### config.mk
export PLATFORM = sky130hd
export DESIGN_NAME = dpram_port_arbiter
export DESIGN_NICKNAME = d
export VERILOG_FILES = /design/src/rtl/dpram_port_arbiter.sv
export SDC_FILE = /design/constraint.sdc
export NUM_CORES = 1
export LEC_CHECK = 0
export BUFFER_PORTS_ARGS = -buffer_cell sky130_fd_sc_hd__buf_4
export CORE_AREA = 2 2 119 121
export DETAILED_ROUTE_END_ITERATION = 12
export DIE_AREA = 0 0 121 123
export MAX_ROUTING_LAYER = met4
export PLACE_DENSITY = 0.48
export SYNTH_ARGS = -nofsm -noshare
export SYNTH_HDL_FRONTEND = slang
export SYNTH_SLANG_ARGS = --single-unit
### constraint.sdc
create_clock -name clk -period 5.1 [get_ports clk]
set_input_delay 0.765 -clock clk [delete_from_list [all_inputs] [get_ports clk]]
set_output_delay 0.765 -clock clk [all_outputs]
set_load 0.1 [all_outputs]
### src/rtl/dpram_port_arbiter.sv
// Arbiter for one simple dual-port RAM. Writes use fixed priority with W0 first.
// Reads are round-robin with a same-address collision stall, and responses are routed back after N_DELAY cycles.
module dpram_port_arbiter #(
   parameter int DW      = 32,
   parameter int AW      = 16,
   parameter int N_REQ   = 4,
   parameter int N_DELAY = 1
) (
   input  logic                clk,
   input  logic                rst,
   input  logic [N_REQ-1:0]    rd_req,
   input  logic [N_REQ*AW-1:0] rd_addr,
   output logic [N_REQ-1:0]    rd_gnt,
   output logic [N_REQ-1:0]    rd_rsp_valid,
   output logic [DW-1:0]       rd_rsp_data,
   input  logic [1:0]          wr_req,
   input  logic [2*AW-1:0]     wr_addr,
   input  logic [2*DW-1:0]     wr_data,
   output logic [1:0]          wr_gnt,
   output logic                ram_ena,
   output logic                ram_wea,
   output logic [AW-1:0]       ram_addra,
   output logic [DW-1:0]       ram_dia,
   output logic                ram_enb,
   output logic [AW-1:0]       ram_addrb,
   input  logic [DW-1:0]       ram_dob
);
   localparam int PW = $clog2(N_REQ);
   localparam logic [PW:0]   N_REQ_W  = (PW+1)'(N_REQ);
   localparam logic [PW-1:0] LAST_IDX = PW'(N_REQ-1);

   logic [PW-1:0]    rr_ptr_r;
   logic [N_REQ-1:0] rsp_pipe_r [N_DELAY];
   logic [AW-1:0]    rd_addr_s [N_REQ];
   logic             found_s;
   logic [PW-1:0]    cand_s;
   logic [PW:0]      scan_s;
   logic [AW-1:0]    cand_addr_s;
   logic             collide_s;

   // unpack reader addresses
   always_comb begin
      for (int i = 0; i < N_REQ; i++) begin
         rd_addr_s[i] = rd_addr[i*AW +: AW];
      end
   end

   // write port: W0 wins outright; addra/dia default to W0 when idle
   always_comb begin
      wr_gnt    = 2'b00;
      ram_addra = wr_addr[AW-1:0];
      ram_dia   = wr_data[DW-1:0];
      if (rst) begin
         wr_gnt = 2'b00;
      end else begin
         wr_gnt = {wr_req[1] & ~wr_req[0], wr_req[0]};
      end
      if (wr_gnt[1]) begin
         ram_addra = wr_addr[2*AW-1:AW];
         ram_dia   = wr_data[2*DW-1:DW];
      end else begin
         ram_addra = wr_addr[AW-1:0];
         ram_dia   = wr_data[DW-1:0];
      end
   end

   assign ram_ena = |wr_gnt;
   assign ram_wea = |wr_gnt;

   // round-robin scan from rr_ptr; the wrap is explicit so N_REQ need not be a power of two
   always_comb begin
      found_s = 1'b0;
      cand_s  = '0;
      scan_s  = '0;
      for (int k = 0; k < N_REQ; k++) begin
         scan_s = {1'b0, rr_ptr_r} + (PW+1)'(k);
         if (scan_s >= N_REQ_W) begin
            scan_s = scan_s - N_REQ_W;
         end else begin
            scan_s = scan_s;
         end
         if (!found_s && rd_req[scan_s[PW-1:0]]) begin
            found_s = 1'b1;
            cand_s  = scan_s[PW-1:0];
         end else begin
            found_s = found_s;
         end
      end
   end

   assign cand_addr_s = rd_addr_s[cand_s];
   assign collide_s   = ram_wea && (cand_addr_s == ram_addra);

   // read grant: the whole read port stalls if the candidate hits this cycle's write address
   always_comb begin
      rd_gnt    = '0;
      ram_enb   = 1'b0;
      ram_addrb = cand_addr_s;
      if (!rst && found_s && !collide_s) begin
         rd_gnt[cand_s] = 1'b1;
         ram_enb        = 1'b1;
      end else begin
         rd_gnt  = '0;
         ram_enb = 1'b0;
      end
   end

   // round-robin pointer advances past the granted reader
   always_ff @(posedge clk or posedge rst) begin
      if (rst) begin
         rr_ptr_r <= '0;
      end else if (ram_enb) begin
         rr_ptr_r <= (cand_s == LAST_IDX) ? '0 : cand_s + PW'(1);
      end else begin
         rr_ptr_r <= rr_ptr_r;
      end
   end

   // grant shift register matching the RAM read latency
   always_ff @(posedge clk or posedge rst) begin
      if (rst) begin
         for (int k = 0; k < N_DELAY; k++) begin
            rsp_pipe_r[k] <= '0;
         end
      end else begin
         rsp_pipe_r[0] <= rd_gnt;
         for (int k = 1; k < N_DELAY; k++) begin
            rsp_pipe_r[k] <= rsp_pipe_r[k-1];
         end
      end
   end

   assign rd_rsp_valid = rsp_pipe_r[N_DELAY-1];
   assign rd_rsp_data  = ram_dob;

endmodule

==> results.sh <==
export IMPL_synth_compound_area_share_pct=16.3
export IMPL_antenna_found_initial=0
export IMPL_grt_max_degree=50
export IMPL_async_reset_ff_share_pct=100
export IMPL_synth_area_top_cells="mux2_2, mux2i_1, buf_4"
export IMPL_hold_viol=0
export IMPL_grt_overflow=0
export IMPL_synth_common_cells="mux2_2, mux2i_1, buf_4"
export IMPL_period_share_pct=87.9
export IMPL_swShare_pct=66.1
export IMPL_seq_area_frac_synth_pct=6.69
export IMPL_rsz0062_at_grt="no"
export IMPL_drc=0
export IMPL_synth_top_family_by_area="multiplexers"
export IMPL_vdd_drop_max_uv=366
export IMPL_tns_ns=0
export IMPL_cts_buffers_inserted=3
export IMPL_slew_limit_headroom_pct=49.6
export IMPL_r2r_cells=8
export IMPL_io_buffer_count=244
export IMPL_dp_hpwl_um=8840
export IMPL_power_switching_mw=1.21
export IMPL_die_area_um2=14900
export IMPL_wl_met3_um=718
export IMPL_syn2layout_area_growth_pct=84.7
export IMPL_yosysWarnings=0
export IMPL_syn_inst=260
export IMPL_drt_iter0_drc=109
export IMPL_wl_met1_um=3990
export IMPL_dr_pass1_iters=4
export IMPL_wl_met2_um=5450
export IMPL_combPwrFrac_pct=88.7
export IMPL_clkSinkCount=6
export IMPL_worst_pin_slew_ns=0.746
export IMPL_synth_top_area_share_pct=20.6
export IMPL_utilization_pct=30.5
export IMPL_layout_setup_ws_ns=0.618
export IMPL_multi_input_area_um2=1780
export IMPL_antenna_cells=0
export IMPL_syn_area_per_cell_um2=8.63
export IMPL_ant_nets=0
export IMPL_wl_per_cell_um=16.0
export IMPL_finalClockSkew_ns=0.00152
export IMPL_start_kind="primary input"
export IMPL_clk_pin_slew_ns=0.03
export IMPL_fp_dieW_um=121
export IMPL_synth_edf_count=0
export IMPL_io_pins=309
export IMPL_critPathMaxFanout=29
export IMPL_initial_utilization_pct=16.5
export IMPL_vias=2718
export IMPL_syn_nets=464
export IMPL_synthesis_area_um2=2240
export IMPL_cap_violations=0
export IMPL_fin_nets=672
export IMPL_synth_fa_ha_area_share_pct=2.23
export IMPL_seqCellArea_um2=150
export IMPL_rows=43
export IMPL_cts_resized=0
export IMPL_cts_tree="done"
export IMPL_gp_congestion=0.859
export IMPL_synthFlopType="dfrtp_1"
export IMPL_clockBufferDepth=2
export IMPL_synth_seq_cells=6
export IMPL_grt_pass1_wl_um=14000
export IMPL_track_usage_pct=12.4
export IMPL_ys_types=52
export IMPL_p_clk_share_pct=6.9
export IMPL_coreArea_um2=13600
export IMPL_fillCellCount=1474
export IMPL_first_global_vias=2634
export IMPL_fmax_mhz=223
export IMPL_internal_power_mw=0.618
export IMPL_die_h_um=123
export IMPL_required_ns=4.34
export IMPL_ctsHoldBuffers=0
export IMPL_post_route_min_period_ns=4.48
export IMPL_highest_layer="met4"
export IMPL_drv_slew=0
export IMPL_postRouteWirelength_um=10300
export IMPL_reg2reg_slack_ns=1.91
export IMPL_cts_root_buf="clkbuf_16"
export IMPL_reg2reg_from="rr_ptr_r[1]$_DFFE_PP0P_"
export IMPL_htree_levels=1
export IMPL_rr_endpoint="rr_ptr_r[1]$_DFFE_PP0P_"
export IMPL_vias_per_cell=4.21
export IMPL_p_seq_share_pct=4.4
export IMPL_cellLeakagePower_nw=2.02
export IMPL_finalSetupViolations=0
export IMPL_synthMuxAreaShare_pct=39.2
export IMPL_dpl_worst_slack_ns=0.603
export IMPL_drive_gt1_share_pct=65.9
export IMPL_power_density_nw_per_um2=440
export IMPL_status="finished, final reports clean"
export IMPL_crit_arrival_ns=3.72
export IMPL_clkLatencyLatePin_ns=0.23
export IMPL_synth_most_common_cell="mux2_2"
export IMPL_critPathKind="primary input to primary output"
export IMPL_synth_simple_gate_area_share_pct=12.6
export IMPL_synth_top_cell_by_area="mux2_2"
export IMPL_hold_path_class="primary input to asynchronous set/reset pin"
export IMPL_post_cts_buffers=0
export IMPL_crit_path_end_kind="primary output"
export IMPL_synth_xor_area_share_pct=7.02
-- routing by layer --
metal / track usage, % / vias to the layer above
li1: - / 1325
met1: 15.4 / 1242
met2: 21.5 / 133
met3: 1.52 / 18
met4: 3.20 / 0
met5: - / -
-- cells by family after synthesis --
family	count (synthesis)
AOI/OAI and AO/OA	47
xor gates and xnor gates	18
adders and majority gates	4
buffers and inverters	56
DFF	6
muxes	81
and+or+nand+nor	48
-- area by class of cell --
class	instances	share of cell area, %
Timing Repair Buffer	248	45.2
Multi-Input combinational cell	198	42.9
Tap cell	180	5.43
Sequential cell	6	3.62
Clock buffer	3	1.81
Inverter	11	0.996
-- power by group through the flow --
stage,Combinational (mW),Sequential (mW),Clock (mW)
final,1.62,0.0800,0.126
after global routing,1.69,0.0818,0.133
after CTS,1.64,0.0800,0.128
after detailed placement,1.63,0.0806,0
after global placement,1.63,0.0788,0
after floorplan,1.33,0.121,0
-- worst max-delay path, stage by stage --
cell and delay [ns]:
buf_4 0.13, nor2b_1 0.14, o21ba_1 0.28, nor2_8 0.54, mux2i_1 0.43, xnor2_1 0.17
nand4_1 0.10, a21boi_1 0.47, a31oi_4 0.21, and2_1 0.22, buf_4 0.23
-- registers in the layout, summed over array words and instances, names as in the netlist --
name and flops:
rr_ptr_r 2, rd_rsp_valid 4
-- layout by cell type (no fill, tap or decap), drive strengths merged --
master / count
clkbuf: 3
a21oi: 8
a31o: 1
o221a: 1
o22ai: 1
nand4: 3
mux2: 42
nand3: 11
nor4: 2
a211oi: 5
o21ai: 8
xor2: 1
o211ai: 1
o41ai: 1
o2111a: 1
o21ba: 1
mux2i: 39
a21o: 3
a211o: 1
a221o: 1
o21bai: 1
a221oi: 1
a31oi: 2
inv: 11
nand2b: 2
and2: 5
nand2: 5
nor3b: 2
ha: 4
dfrtp: 6
nor2b: 3
nor2: 8
o21a: 3
a2111oi: 1
buf: 248
nor3: 4
a21boi: 6
xnor2: 17
and3: 3
-- worst max-delay path by stage --
| stage | start | depth (start not counted) | end |
|---|---|---|---|
| detailed placement | rd_req[0] | 11 | rd_gnt[1] |
| global route | rd_req[0] | 11 | rd_gnt[1] |
| global placement | rd_req[0] | 11 | rd_gnt[0] |
| floorplan | rd_req[0] | 11 | rd_gnt[0] |
| CTS | rd_req[0] | 11 | rd_gnt[1] |
| finish | rd_req[0] | 11 | rd_gnt[0] |
-- metrics by stage --
| stage | area (µm²) | power (mW) | hold slack, ns | cells |
|---|---|---|---|---|
| detailed placement | 4070 | 1.71 | 0.689 | 643 |
| finish | 4150 | 1.83 | 0.510 | 646 |
| global route | 4150 | 1.91 | 0.531 | 646 |
| global placement | 4070 | 1.71 | 0.665 | 643 |
| floorplan | 2280 | 1.45 | 0.564 | 260 |
| CTS | 4150 | 1.84 | 0.521 | 646 |
No activity file was read; power rests on OpenSTA's default activity.
